File: src/rtl/mips_multicycle_ctrl.sv
// Multi-cycle sequencer for the MIPS datapath: walks each instruction through
// FETCH/DECODE/EXEC/MEM/WB, gates decoder strobes and halts on exception or bus timeout.
module mips_multicycle_ctrl #(
    parameter int TIMEOUT = 15,
    parameter int CNT_W   = 32
) (
    input  logic             clk,
    input  logic             reset,
    input  logic             inst_ready,
    output logic             fetch_req,
    output logic             ir_load,
    input  logic             dec_except,
    input  logic             dec_writeenable,
    input  logic             dec_mem_read,
    input  logic             dec_word_we,
    input  logic             dec_byte_we,
    input  logic             mem_ready,
    output logic             mem_req,
    output logic             mem_word_we,
    output logic             mem_byte_we,
    output logic             rf_we,
    output logic             pc_we,
    output logic             halt,
    output logic             bus_error,
    output logic [CNT_W-1:0] instr_count,
    output logic [2:0]       state
);

    localparam int WAIT_W = (TIMEOUT > 1) ? $clog2(TIMEOUT + 1) : 1;
    localparam logic [WAIT_W-1:0] WAIT_LAST = WAIT_W'(TIMEOUT - 1);

    typedef enum logic [2:0] {
        S_FETCH  = 3'd0,
        S_DECODE = 3'd1,
        S_EXEC   = 3'd2,
        S_MEM    = 3'd3,
        S_WB     = 3'd4,
        S_HALT   = 3'd5
    } state_t;

    state_t            r_state;
    logic [WAIT_W-1:0] r_wait;
    logic              r_halt;
    logic              r_bus_error;
    logic [CNT_W-1:0]  r_count;

    logic w_memop;
    logic w_ready;
    logic w_timeout;
    logic w_pc_we;

    // Strobes are decoded straight from state so they vanish the instant reset rises.
    always_comb begin
        w_memop   = dec_mem_read | dec_word_we | dec_byte_we;
        w_ready   = (r_state == S_FETCH) ? inst_ready : mem_ready;
        w_timeout = ((r_state == S_FETCH) || (r_state == S_MEM)) && !w_ready
                    && (r_wait == WAIT_LAST);

        fetch_req   = !reset && (r_state == S_FETCH);
        ir_load     = !reset && (r_state == S_FETCH) && inst_ready;
        mem_req     = !reset && (r_state == S_MEM);
        mem_word_we = !reset && (r_state == S_MEM) && dec_word_we;
        mem_byte_we = !reset && (r_state == S_MEM) && dec_byte_we;
        rf_we       = !reset && (((r_state == S_EXEC) && !w_memop && dec_writeenable)
                                 || (r_state == S_WB));
        w_pc_we     = !reset && (((r_state == S_EXEC) && !w_memop)
                                 || (r_state == S_WB)
                                 || ((r_state == S_MEM) && mem_ready && !dec_mem_read));
        pc_we       = w_pc_we;
    end

    always_ff @(posedge clk or posedge reset) begin
        if (reset) begin
            r_state     <= S_FETCH;
            r_wait      <= '0;
            r_halt      <= 1'b0;
            r_bus_error <= 1'b0;
            r_count     <= '0;
        end else begin
            case (r_state)
                S_FETCH: begin
                    if (inst_ready) begin
                        r_state <= S_DECODE;
                        r_wait  <= '0;
                    end else if (w_timeout) begin
                        r_state     <= S_HALT;
                        r_halt      <= 1'b1;
                        r_bus_error <= 1'b1;
                    end else begin
                        r_wait <= r_wait + WAIT_W'(1);
                    end
                end
                S_DECODE: begin
                    if (dec_except) begin
                        r_state <= S_HALT;
                        r_halt  <= 1'b1;
                    end else begin
                        r_state <= S_EXEC;
                    end
                end
                S_EXEC: begin
                    r_state <= w_memop ? S_MEM : S_FETCH;
                    r_wait  <= '0;
                end
                // Ready arriving on the last permitted wait cycle still completes the access.
                S_MEM: begin
                    if (mem_ready) begin
                        r_state <= dec_mem_read ? S_WB : S_FETCH;
                        r_wait  <= '0;
                    end else if (w_timeout) begin
                        r_state     <= S_HALT;
                        r_halt      <= 1'b1;
                        r_bus_error <= 1'b1;
                    end else begin
                        r_wait <= r_wait + WAIT_W'(1);
                    end
                end
                S_WB: begin
                    r_state <= S_FETCH;
                    r_wait  <= '0;
                end
                S_HALT: begin
                    r_state <= S_HALT;
                    r_halt  <= 1'b1;
                end
                default: begin
                    r_state <= S_HALT;
                    r_halt  <= 1'b1;
                end
            endcase
            if (w_pc_we) begin
                r_count <= r_count + CNT_W'(1);
            end
        end
    end

    assign halt        = r_halt;
    assign bus_error   = r_bus_error;
    assign instr_count = r_count;
    assign state       = r_state;

endmodule
File: config.mk
export PLATFORM = sky130hd
export DESIGN_NAME = mips_multicycle_ctrl
export DESIGN_NICKNAME = d
export VERILOG_FILES = /design/src/rtl/mips_multicycle_ctrl.sv
export SDC_FILE = /design/constraint.sdc
export NUM_CORES = 1
export LEC_CHECK = 0
export ABC_AREA = 1
export BUFFER_PORTS_ARGS = -buffer_cell sky130_fd_sc_hd__buf_2
export CORE_ASPECT_RATIO = 1.2
export CORE_MARGIN = 3
export CORE_UTILIZATION = 60
export DETAILED_ROUTE_END_ITERATION = 8
export PLACE_DENSITY = 0.95
export SYNTH_ARGS = -nofsm -noshare
export SYNTH_HDL_FRONTEND = slang
export SYNTH_SLANG_ARGS = --single-unit
export TNS_END_PERCENT = 100
File: constraint.sdc
create_clock -name clk -period 6.05 [get_ports clk]
set_input_delay 0.9075 -clock clk [delete_from_list [all_inputs] [get_ports clk]]
set_output_delay 0.9075 -clock clk [all_outputs]
set_load 0.02 [all_outputs]
==> run summary <==
CP arrival: 2610 ps
# Post-CTS Setup Buffers: 0
Outcome: complete, no violations
Initial antenna violation count: 0
Rows: 26
Met1 usage: 30.87%
P per Cell Area: 295.5 nW/µm²
Per-cell routed wire length: 12.28 µm
Top cells by area, synth: dfrtp_1, nand2_1, nor2_1
Bufs and invs on worst path: 4
GR Util met2: 46.41%
Share of cells above drive strength 1: 15.17%
Sink Count: 41
P_leak: 1.601 nW
CTS Hold Bufs: 0
Vias per cell: 5.130
Combinational fraction of design power: 35.6%
Switching part of the total: 42.03%
Vias in the first global route: 2576
Clock power frac: 22.1%
Num CTS Buffers: 5
Hold slack: 492.4 ps
Critical Path Max Stage Delay: 610 ps
Initial Util: 62.50%
Post-synth top area share: 38.23%
Flops & latches, synth: 41
Reg power frac: 42.3%
Area grow syn2layout: 13.85%
Register area share after synthesis: 38.23%
Final slew viol count: 0
Flop-to-flop setup slack: 3790 ps
Post-DRT Antenna Nets: 0
MaxCap Viol Count: 0
Nets: 479
Power Internal: 0.5234 mW
Placed cell areas: 2954 µm²
Crit end category: primary output
Worst endpoint required time: 5140 ps
NetSw: 0.3795 mW
Top Ports: 53
DP HPWL: 4.934 mm
PortBufs: 52
Min-Delay Path Depth: 2
Design area: 3055 µm²
Die ar.: 5315 µm²
CP Cell Sequence: buf_2 -> inv_1 -> buf_4 -> nand2_2 -> nand2_2 -> buf_2
Setup TNS: 0 ps
CTS resizes: 0
Gr busiest metal: met2
Inst Count DP: 516
Syn avg cell area: 6.498 µm²
Worst R2R Start: state[1]$_DFF_PP0_
Reg2Reg Depth: 8
GRT Overall Usage: 26.80%
Crit. Startpoint: reset
CTS root buffer: clkbuf_8
Routing usage on met3: 5.375%
Crit-path max FO: 47
Tcrit/Tclk final: 58.18%
CP delay by family, top: buffers and inverters
DR iter-0 viols: 203
Hold/Removal Path Class: reg -> reg
Post-Synthesis Cell Area: 2684 µm²
Hold path start: halt$_DFFE_PP0P_
Residual DRC: 0
Post-synthesis cell count: 413
Via count: 2688
Worst rel slew slack: 45.93%
Syn Nets: 425
Finished Layout Cells: 524
Skew final: 7.107 ps
Worst skew pair latency: 300 ps
Syn. warnings: 0
CP max-delay cell: nand2_2
Setup crit start kind: input port
Die Wd: 67.06 µm
Overflow after GRT: 0
DRT Pass-1 Iters: 4
FF-to-FF End: instr_count[9]$_DFFE_PP0P_
Final Setup Violations: 0
Area of the core: 4294 µm²
RSZ-0062 raised after global routing: no
Wire length of the first global-routing pass: 10.98 mm
Yosys top cell by area: dfrtp_1
Fin crit period: 3520 ps
GPL Wtd Cong: 1.042
Final wirelength: 6.436 mm
Maximum root-to-sink buffer count: 2
Die Height: 79.27 µm
Antenna Cells: 0
Distinct cell type count after synthesis: 25
H-tree levels: 2
Worst vdd ir: 0.0002828 V
Pin count of the biggest net entering global routing: 48
Slew @ Worst Pin: 808.2 ps
Hold path endpoint: halt$_DFFE_PP0P_
TritonCTS clock tree: built
Final hold vios: 0
Max Freq: 0.2841 GHz
Clock slew at reported path FFs: 80 ps
Setup CP Type: in -> out
-- worst max path at each step --
stage	endpoint	slack, ps	depth (start not counted)
6_report	pc_we	2530	6
3_3_place_gp	pc_we	2570	6
2_1_floorplan	pc_we	2830	5
4_1_cts	pc_we	2490	6
3_5_place_dp	pc_we	2510	6
5_1_grt	pc_we	2310	6
-- metal layers --
layer	up-vias	wire length, µm
li1	1368	-
met1	1207	2595
met2	95	3274
met3	18	377
met4	0	189
met5	-	0
-- flip-flops by register name (all words and copies together) (netlist names) --
register	flops
halt	1
state	3
instr_count	32
r_wait	4
bus_error	1
-- synthesized netlist by cell type --
library cell,n
o21ai_0,7
buf_8,1
nand4_1,2
xnor2_1,1
o21ai_1,6
nand3b_1,1
buf_4,1
nor3_1,4
o21ai_2,1
o211ai_1,1
buf_6,4
nand2_1,186
xor2_1,15
inv_2,2
dfrtp_1,41
a21oi_1,2
nand3_1,24
nor2_2,2
inv_1,43
nand2_2,3
xor2_2,1
nor2_1,59
nand3_2,1
nor3b_1,2
ha_1,3
-- cell families after synthesis --
kind of cell / synth area share (%)
buf+inv: 8.811
xor+xnor: 5.828
flops: 38.23
simple gates: 42.33
compound gates: 3.403
fa+ha+maj: 1.399
-- layout by cell type, fill, tap and decap left out, drive strengths merged, types with 2 or more instances in the layout --
| cell type | count |
|---|---|
| a21oi | 2 |
| buf | 53 |
| clkbuf | 7 |
| dfrtp | 41 |
| ha | 3 |
| inv | 45 |
| nand2 | 189 |
| nand3 | 25 |
| nand4 | 2 |
| nor2 | 61 |
| nor3 | 4 |
| nor3b | 2 |
| o21ai | 14 |
| xor2 | 16 |
-- metrics by stage --
stage          util [%]  worst slack, ps  power, mW
3_5_place_dp      68.79             2509     0.7072
5_1_grt           71.15             2307     0.9622
2_1_floorplan         -             2831     0.6272
6_report          71.15             2530     0.9030
4_1_cts           71.15             2491     0.9038
3_3_place_gp      68.79             2574     0.6925
-- worst register-to-register path: cells and delay by family (launching register included) --
family / cells / cell delay, ps
AND/OR/NAND/NOR: 7 / 1340
flip-flops: 1 / 480
buffers and inverters: 1 / 330
-- cell type report --
cell class,count,area [µm²]
tap,56,70.07
multi-input combinational,321,1421
clock buffer,7,96.34
sequential,41,1026
fill,386,1239
timing repair buffer,53,267.8
inverter,45,168.9
clock inverter,1,5.005
-- power by group through the flow --
stage	sequential, mW	clock [mW]	combinational, mW
finish	0.382	0.200	0.322
global placement	0.382	0	0.310
detailed placement	0.384	0	0.323
floorplan	0.417	0	0.211
global route	0.389	0.210	0.363
CTS	0.379	0.201	0.324
No activity file was read; power rests on OpenSTA's default activity.
